`config.mk`:
```
export PLATFORM = sky130hd
export DESIGN_NAME = udp_tx_pattern_gen
export DESIGN_NICKNAME = d
export VERILOG_FILES = /design/src/rtl/udp_tx_pattern_gen.sv
export SDC_FILE = /design/constraint.sdc
export NUM_CORES = 1
export LEC_CHECK = 0
export ABC_AREA = 1
export BUFFER_PORTS_ARGS = -buffer_cell sky130_fd_sc_hd__clkbuf_2
export CELL_PAD_IN_SITES_DETAIL_PLACEMENT = 1
export CELL_PAD_IN_SITES_GLOBAL_PLACEMENT = 2
export CORE_MARGIN = 8
export CORE_UTILIZATION = 27
export CTS_CLUSTER_DIAMETER = 50
export DETAILED_ROUTE_END_ITERATION = 16
export PLACE_DENSITY_LB_ADDON = 0.1
export SETUP_SLACK_MARGIN = 0.4
export SLEW_MARGIN = 10
export SYNTH_ARGS = -nofsm -noshare
export SYNTH_HDL_FRONTEND = slang
export SYNTH_SLANG_ARGS = --single-unit
export TNS_END_PERCENT = 5
```
`constraint.sdc`:
```
create_clock -name clk -period 5.2 [get_ports clk]
set_input_delay 0 -clock clk [delete_from_list [all_inputs] [get_ports clk]]
set_output_delay 0 -clock clk [all_outputs]
set_load 0.02 [all_outputs]
```
`src/rtl/udp_tx_pattern_gen.sv`:
```
// Fixed-length, sequence-stamped 512-bit packet source for the UDP TX path.
// Each byte is (global byte index + packet seq) mod 256, with programmable gaps.
module udp_tx_pattern_gen #(
  parameter int PKT_BYTES  = 1024,
  parameter int PKT_COUNT  = 0,
  parameter int GAP_CYCLES = 4
) (
  input  logic         clk,
  input  logic         reset,
  input  logic         start,
  input  logic         stop,
  output logic         io_dataOut_valid,
  input  logic         io_dataOut_ready,
  output logic         io_dataOut_payload_last,
  output logic [511:0] io_dataOut_payload_fragment_data,
  output logic [15:0]  io_dataOut_payload_fragment_byteNum,
  output logic [63:0]  io_dataOut_payload_fragment_tkeep,
  output logic         busy,
  output logic [31:0]  pkt_cnt
);

  localparam int BEATS = (PKT_BYTES + 63) / 64;
  localparam int REM   = PKT_BYTES - 64 * (BEATS - 1);
  localparam logic [7:0]  LAST_BEAT = 8'(BEATS - 1);
  localparam logic [7:0]  GAP_LAST  =
    8'((GAP_CYCLES > 0) ? GAP_CYCLES - 1 : 0);
  localparam logic [63:0] LAST_KEEP = {64{1'b1}} >> (64 - REM);
  localparam logic [15:0] BYTE_NUM  = 16'(PKT_BYTES);

  typedef enum logic [1:0] {
    S_IDLE,
    S_SEND,
    S_GAP
  } state_t;

  state_t       r_state;
  state_t       w_state_n;
  logic [7:0]   r_beat;
  logic [7:0]   r_gap_cnt;
  logic [31:0]  r_seq;
  logic [31:0]  r_pkt_cnt;
  logic         r_stop_seen;
  logic         r_busy;
  logic         r_valid;
  logic         r_last;
  logic [511:0] r_data;
  logic [63:0]  r_tkeep;
  logic [15:0]  r_byte_num;

  logic         w_fire;
  logic         w_stop_seen;
  logic         w_count_done;
  logic         w_load;
  logic         w_pkt_done;
  logic [7:0]   w_nbeat;
  logic [31:0]  w_nseq;
  logic         w_nlast;
  logic [63:0]  w_nkeep;
  logic [511:0] w_ndata;

  assign w_fire       = r_valid && io_dataOut_ready;
  assign w_stop_seen  = r_stop_seen || stop;
  assign w_count_done = (PKT_COUNT != 0) &&
                        (r_pkt_cnt + 32'd1 == 32'(PKT_COUNT));

  always_comb begin
    w_state_n  = r_state;
    w_load     = 1'b0;
    w_pkt_done = 1'b0;
    w_nbeat    = 8'd0;
    w_nseq     = r_seq;
    unique case (r_state)
      S_IDLE: begin
        if (start) begin
          w_state_n = S_SEND;
          w_load    = 1'b1;
          w_nseq    = 32'd0;
        end
      end
      S_SEND: begin
        if (w_fire) begin
          if (!r_last) begin
            w_load  = 1'b1;
            w_nbeat = r_beat + 8'd1;
          end else begin
            w_pkt_done = 1'b1;
            w_nseq     = r_seq + 32'd1;
            if (w_stop_seen || w_count_done) begin
              w_state_n = S_IDLE;
            end else if (GAP_CYCLES > 0) begin
              w_state_n = S_GAP;
            end else begin
              w_load = 1'b1;
            end
          end
        end
      end
      S_GAP: begin
        if (r_gap_cnt == GAP_LAST) begin
          if (w_stop_seen) begin
            w_state_n = S_IDLE;
          end else begin
            w_state_n = S_SEND;
            w_load    = 1'b1;
          end
        end
      end
      default: w_state_n = S_IDLE;
    endcase
  end

  // Beat contents are built ahead of time so every output is a flop.
  assign w_nlast = (w_nbeat == LAST_BEAT);
  assign w_nkeep = w_nlast ? LAST_KEEP : {64{1'b1}};

  always_comb begin
    w_ndata = '0;
    for (int i = 0; i < 64; i++) begin
      if (w_nkeep[i]) begin
        w_ndata[8*i +: 8] = 8'(i) + {w_nbeat[1:0], 6'd0} + w_nseq[7:0];
      end
    end
  end

  always_ff @(posedge clk) begin
    if (reset) begin
      r_state     <= S_IDLE;
      r_beat      <= 8'd0;
      r_gap_cnt   <= 8'd0;
      r_seq       <= 32'd0;
      r_pkt_cnt   <= 32'd0;
      r_stop_seen <= 1'b0;
      r_busy      <= 1'b0;
      r_valid     <= 1'b0;
      r_last      <= 1'b0;
      r_data      <= '0;
      r_tkeep     <= '0;
      r_byte_num  <= '0;
    end else begin
      r_state <= w_state_n;
      r_busy  <= (w_state_n != S_IDLE);
      if (r_state == S_IDLE && start) begin
        r_stop_seen <= 1'b0;
        r_pkt_cnt   <= 32'd0;
        r_seq       <= 32'd0;
      end else if (r_state != S_IDLE && stop) begin
        r_stop_seen <= 1'b1;
      end
      if (w_pkt_done) begin
        r_pkt_cnt <= r_pkt_cnt + 32'd1;
        r_seq     <= r_seq + 32'd1;
      end
      if (r_state == S_GAP) begin
        r_gap_cnt <= r_gap_cnt + 8'd1;
      end else begin
        r_gap_cnt <= 8'd0;
      end
      if (w_load) begin
        r_beat     <= w_nbeat;
        r_valid    <= 1'b1;
        r_last     <= w_nlast;
        r_data     <= w_ndata;
        r_tkeep    <= w_nkeep;
        r_byte_num <= BYTE_NUM;
      end else if (w_fire) begin
        r_beat     <= 8'd0;
        r_valid    <= 1'b0;
        r_last     <= 1'b0;
        r_data     <= '0;
        r_tkeep    <= '0;
        r_byte_num <= '0;
      end
    end
  end

  assign io_dataOut_valid                    = r_valid;
  assign io_dataOut_payload_last             = r_last;
  assign io_dataOut_payload_fragment_data    = r_data;
  assign io_dataOut_payload_fragment_byteNum = r_byte_num;
  assign io_dataOut_payload_fragment_tkeep   = r_tkeep;
  assign busy                                = r_busy;
  assign pkt_cnt                             = r_pkt_cnt;

endmodule

```
==> impl_metrics.yaml, run 1 <==
run_status:
  status: "complete, no violations"
global_route:
  gr-total-overflow: 0
  antenna_found_initial: 2
  grt_max_degree: 109
  grt_pass1_wl_microns: 122000
  grt_use_total_pct: 21.2
  grt_pass1_vias: 18106
synthesis:
  yosysWarnings: 0
  yosysSeqAreaShare_pct: 35.1
  synth-seq-cells: 316
  syn_inst: 2637
  synth.distinct_cells: 56
  synth-main-ff-cell: "dfxtp_1"
  yosys.area.top_type: "dfxtp_1"
  synth_edf_count: 0
  synth_top_area_share_pct: 35.1
  syn_area_sq_um: 18000
  ys_top_cells_by_area: "dfxtp_1 (35%), nand2_1 (15%), buf_4 (14%)"
  synth.avg_cell_area_sq_um: 6.84
  synthArstFlopShare_pct: 0
worst_setup_path:
  cp.arrival_ns: 4.33
  path_buf_inv: 2
  crit_start: "io_dataOut_payload_fragment_tkeep[62]"
  reg2regPathDepth: 14
  critPathLaunchType: "register"
  worst_path_largest_cell_delay_ns: 0.56
  regToRegEndpoint: "io_dataOut_payload_fragment_data[63]"
  critPathSlowestCell: "nor2_2"
  rrSetupSlack_ns: 1.32
  path_class: "register to register"
  cp_cell_sequence: "buf_4 > nand3_2 > nor2_4 > nor2_2 > nand2_1 > nand2_2 > ha_1 > inv_1 > nor2_2 > nand2_1 > nand2_1 > nand2_1 > nand3_1 > a21oi_1"
  required_ns: 5.65
  crit_top_cell: "nand2_1"
  r2r_start: "io_dataOut_payload_fragment_tkeep[62]"
  end_kind: "register"
  crit_path_max_fanout: 68
  cp_top_family: "simple AND/OR/NAND/NOR gates"
final_layout:
  fin_cells: 3784
  drive_above_1_share_pct: 27.5
  area_growth_pct: 17.9
  design_area_sq_um: 21300
  fillCellCount: 8383
  layout.nets: 2908
  diodes: 0
place:
  dp_cells: 3685
  preCtsSetupSlack_ns: 1.31
  gp_congestion: 0.852
  dp_hpwl_microns: 63100
  placed_cell_area_sq_um: 19400
  port_buffers: 616
timing:
  fmax_mhz: 257
  period_share_pct: 74.7
  setup_tns_ns: 0
  slew_headroom_pct: 26.4
  worstMarginPinSlew_ns: 1.09
  final-max-slew-violation-count: 0
  timing.final.ws_setup_ns: 1.32
  fin_skew_ns: 0.0109
  hold_viol_final: 0
  setup_viol: 0
  min_period_ns: 3.88
  grt_setup_unrepaired: "no"
power_and_ir_drop:
  p_per_area_nw_per_um2: 340
  power.total_mw: 7.22
  vdd_drop_max_uv: 210
  power_leakage_nw: 10.3
min_path:
  holdPathEnd: "pkt_cnt[25]"
  hold_path_depth: 6
  min_from: "start"
  hp-class: "primary input to register"
floorplanning:
  die_w_microns: 274
  row_count: 94
  dieHeight_microns: 274
  io_pins: 632
  core_sq_um: 66000
  start_util_pct: 27.3
  dieArea_sq_um: 75300
drt:
  initialDrtViolationCount: 1040
  drc_errors: 0
  vias_per_cell: 4.79
  drtAntennaViolNets: 0
  wl_per_cell_microns: 22.2
  dr.pass1.iters: 4
  routed_wl_microns: 83900
  dr_total_vias: 18110
clocking:
  postCtsResizedCells: 0
  cts_setup_buffers: 0
  numClockSinks: 316
  ctsHoldBuffers: 3
  clock_latency_ns: 0.60
  cts_tree: "yes"
  cts_root_buf: "clkbuf_16"
  numCtsBuffers: 52
  cts.path.max_buffers: 3
  htree_levels: 2
  clk_pin_slew_ns: 0.06
run:
  drv_cap: 0
-- synthesized netlist by cell type (all sizes together) (15+ instances only) --
cell and n:
a21oi 261, a31oi 27, buf 410, clkbuf 74
dfxtp 316, ha 25, inv 160, nand2 734
nand3 236, nand4 15, nor2 137, nor3 31
nor3b 24, o21ai 118
-- state kept, by name, summed over array words and instances (netlist names) --
register	cells
busy	1
r_beat	8
r_seq	8
r_stop_seen	1
r_gap_cnt	8
io_dataOut_payload_fragment_data	254
io_dataOut_payload_last	1
pkt_cnt	32
io_dataOut_payload_fragment_tkeep	1
r_state	2
-- layer usage --
metal  share of wire [%]  GRT usage [%]  up-vias
li1                    -              -     8707
met1                  44           26.7     8734
met2                  46           35.3      572
met3                 7.1           5.44       97
met4                 2.9           6.37        0
met5                   0              0        -
-- stage by stage --
stage | hold WS, ns | util, %
after detailed placement | 0.287 | 29.4
after global placement | 0.270 | 29.4
final | 0.0875 | 32.2
after floorplan | 0.156 | -
after global routing | 0.0849 | 32.2
after CTS | 0.0477 | 32.2
-- worst min-delay path, cell delays in order --
cell and delay, ns:
clkbuf_2 0.13, inv_1 0.06, nor2_1 0.14, o21ai_0 0.18, inv_1 0.05, nor2_1 0.08
-- kinds of logic after synthesis --
kind of cell	share of synthesized area, %
other	0.0208
adder cells (fa/ha/maj)	1.74
AND/OR/NAND/NOR	28.7
flip-flops	35.1
buffers and inverters	21.2
XOR/XNOR	0.0486
AO/OA/AOI/OAI	13.2
-- power breakdown --
group | leakage, nW | total (mW) | switching, mW | internal (mW)
Combinational | 6.82 | 0.946 | 0.719 | 0.227
Sequential | 2.57 | 2.57 | 0.0800 | 2.49
Clock | 0.899 | 3.70 | 1.39 | 2.31
-- cells in the final DEF (no fill, tap or decap), types with 5 or more instances in the layout --
| cell | instances |
|---|---|
| nand2_1 | 720 |
| clkbuf_2 | 615 |
| dfxtp_1 | 314 |
| a21oi_1 | 259 |
| nand3_1 | 232 |
| inv_1 | 148 |
| nor2_1 | 127 |
| o21ai_0 | 108 |
| clkbuf_16 | 54 |
| buf_4 | 37 |
| nor3_1 | 29 |
| a31oi_1 | 27 |
| ha_1 | 25 |
| nor3b_1 | 24 |
| nand4_1 | 15 |
| conb_1 | 15 |
| nand2_2 | 12 |
| o211ai_1 | 11 |
| inv_2 | 10 |
| inv_6 | 10 |
| o21ai_1 | 10 |
| clkinv_4 | 9 |
| or2_2 | 8 |
| o21a_1 | 8 |
| nor2_2 | 7 |
| nand3b_1 | 6 |
| clkbuf_8 | 6 |
| bufinv_16 | 6 |
| or2_0 | 5 |
-- layout make-up --
type / count / area, sq um / share of cell area, %
multi-input cells: 1689 / 7950 / 37.4
repair buffers: 657 / 3420 / 16.1
clock inverters: 32 / 412 / 1.94
inverters: 162 / 616 / 2.90
flip-flops and latches: 316 / 6330 / 29.8
clock buffers: 64 / 1450 / 6.82
well taps: 864 / 1080 / 5.09
-- how the worst max path moves through the flow --
| stage | end | depth (start not counted) |
|---|---|---|
| final | io_dataOut_payload_fragment_data[63] | 14 |
| after global routing | io_dataOut_payload_fragment_data[31] | 14 |
| after CTS | io_dataOut_payload_fragment_data[63] | 14 |
| after detailed placement | io_dataOut_payload_fragment_data[63] | 14 |
| after global placement | io_dataOut_payload_fragment_data[31] | 14 |
| after floorplan | io_dataOut_payload_fragment_data[463] | 15 |
Note: power is estimated with default switching activity, not from simulation.
==> inputs of run 2 (changes only) <==
CORE_UTILIZATION = 24   (was 27)
clock period = 3.2 ns   (was 5.2 ns; I/O delays follow)
==> impl_metrics.yaml, run 2 (same netlist as run 1, synthesis figures left out) <==
timing:
  fin_skew_ns: 0.0230
  final-max-slew-violation-count: 0
  slew_headroom_pct: 23.4
  setup_tns_ns: 0
  grt_setup_unrepaired: "yes"
  worstMarginPinSlew_ns: 1.15
  hold_viol_final: 0
  setup_viol: 0
  fmax_mhz: 360
  min_period_ns: 2.78
  period_share_pct: 86.9
worst_setup_path:
  worst_path_largest_cell_delay_ns: 0.35
  end_kind: "register"
  path_class: "register to register"
  critPathLaunchType: "register"
  regToRegEndpoint: "io_dataOut_payload_fragment_data[174]"
  path_buf_inv: 6
  critPathSlowestCell: "o21ai_0"
  required_ns: 3.68
  cp.depth: 15
  cp_cell_sequence: "inv_2 > nand2_2 > inv_1 > nand2_1 > nand2_1 > buf_4 > nand2_2 > nand2_1 > inv_1 > ha_2 > buf_4 > inv_1 > o21ai_0 > or2_0 > a31oi_1"
  cp_top_family: "buffers and inverters"
  reg2regPathDepth: 15
  r2r_start: "r_state[1]"
  rrSetupSlack_ns: 0.42
  crit_path_max_fanout: 7
  cp.arrival_ns: 3.26
floorplanning:
  start_util_pct: 24.2
  dieArea_sq_um: 84100
  core_sq_um: 74400
  dieHeight_microns: 290
  die_w_microns: 290
  row_count: 100
  io_pins: 632
final_layout:
  layout_common_cells: "nand2_1 (717), clkbuf_2 (615), dfxtp_1 (311)"
  diodes: 0
  fillCellCount: 9341
  largest_reg_flops: 254
  drive_above_1_share_pct: 30.6
  final_common_cell: "nand2_1"
  layout.nets: 2986
  area_growth_pct: 25.1
  post-route-util_pct: 30.3
  design_area_sq_um: 22600
run:
  drv_cap: 0
drt:
  drc_errors: 0
  drtAntennaViolNets: 0
  dr.pass1.iters: 5
  wl_per_cell_microns: 22.2
  vias_per_cell: 4.70
  initialDrtViolationCount: 937
  dr_total_vias: 18675
  routed_wl_microns: 88200
min_path:
  min_from: "stop"
  hp-class: "primary input to register"
  holdPathEnd: "r_stop_seen"
  hold_path_depth: 4
global_route:
  grt_pass1_wl_microns: 131000
  grt_max_degree: 155
  grt_pass1_vias: 19311
  grt_use_total_pct: 19.9
  gr-total-overflow: 0
  antenna_found_initial: 1
place:
  port_buffers: 616
  placed_cell_area_sq_um: 20000
  dp_hpwl_microns: 65700
  gp_congestion: 0.803
clocking:
  clk_pin_slew_ns: 0.05
  clock_latency_ns: 0.64
  cts_tree: "yes"
  cts.path.max_buffers: 3
  numCtsBuffers: 60
  cts_root_buf: "clkbuf_16"
  htree_levels: 2
  numClockSinks: 316
power_and_ir_drop:
  p_per_area_nw_per_um2: 552
  power_leakage_nw: 10.8
  power.total_mw: 12.4
  vdd_drop_max_uv: 376
run_status:
  status: "complete, no violations"
-- run 2: worst max path at each step --
stage          slack, ns                                    end                                  start
3_3_place_gp        0.19  io_dataOut_payload_fragment_data[213]                io_dataOut_payload_last
5_1_grt             0.25   io_dataOut_payload_fragment_data[55]                               r_seq[0]
4_1_cts             0.29  io_dataOut_payload_fragment_data[437]                               r_seq[0]
6_report            0.42  io_dataOut_payload_fragment_data[174]                             r_state[1]
2_1_floorplan       0.40   io_dataOut_payload_fragment_data[94]  io_dataOut_payload_fragment_tkeep[62]
3_5_place_dp        0.14  io_dataOut_payload_fragment_data[351]                               r_seq[0]
-- run 2: through the flow --
step,instances,setup WS [ns],hold slack [ns]
2_1_floorplan,2651,0.397,0.156
3_3_place_gp,3840,0.193,0.282
3_5_place_dp,3840,0.139,0.292
4_1_cts,3959,0.288,0.229
5_1_grt,3976,0.248,0.273
6_report,3976,0.420,0.256
-- run 2: what timing repair did --
item / in CTS / in global routing
endpoints found under the hold margin: 94 / 0
setup buffers: 2 / 15
hold buffers: 4 / 0
setup endpoints to repair: 156 / 237
pin swaps: 2 / 5
resized for setup: 14 / 61
cloned: 0 / 2
-- run 2: area by class of cell --
type / count / area [sq um] / area share (%)
multi-input combinational: 1689 / 8140 / 36.1
sequential: 316 / 6330 / 28.1
timing repair buffer: 726 / 4110 / 18.2
clock buffer: 68 / 1560 / 6.92
tap: 969 / 1210 / 5.38
inverter: 162 / 647 / 2.87
clock inverter: 45 / 544 / 2.41
timing repair inverter: 1 / 8.76 / 0.0388
-- run 2: worst min-delay path, cell delays in order --
cell and delay [ns]:
dlygate4sd3_1 0.57, clkbuf_2 0.14, a21oi_1 0.06, nor2_1 0.08
-- run 2: power breakdown --
| group | total, mW | switching (mW) | internal, mW |
|---|---|---|---|
| Sequential | 4.20 | 0.143 | 4.05 |
| Clock | 6.63 | 2.54 | 4.09 |
| Combinational | 1.62 | 1.20 | 0.418 |
| Total | 12.4 | 3.88 | 8.56 |
-- run 2: layer usage --
| layer | part of all wire (%) | vias to the layer above | GRT usage [%] |
|---|---|---|---|
| met1 | 46 | 9065 | 26.0 |
| met5 | 0 | - | 0 |
| met2 | 46 | 624 | 32.7 |
| met4 | 2.4 | 0 | 5.05 |
| li1 | - | 8885 | - |
| met3 | 6.1 | 101 | 4.89 |
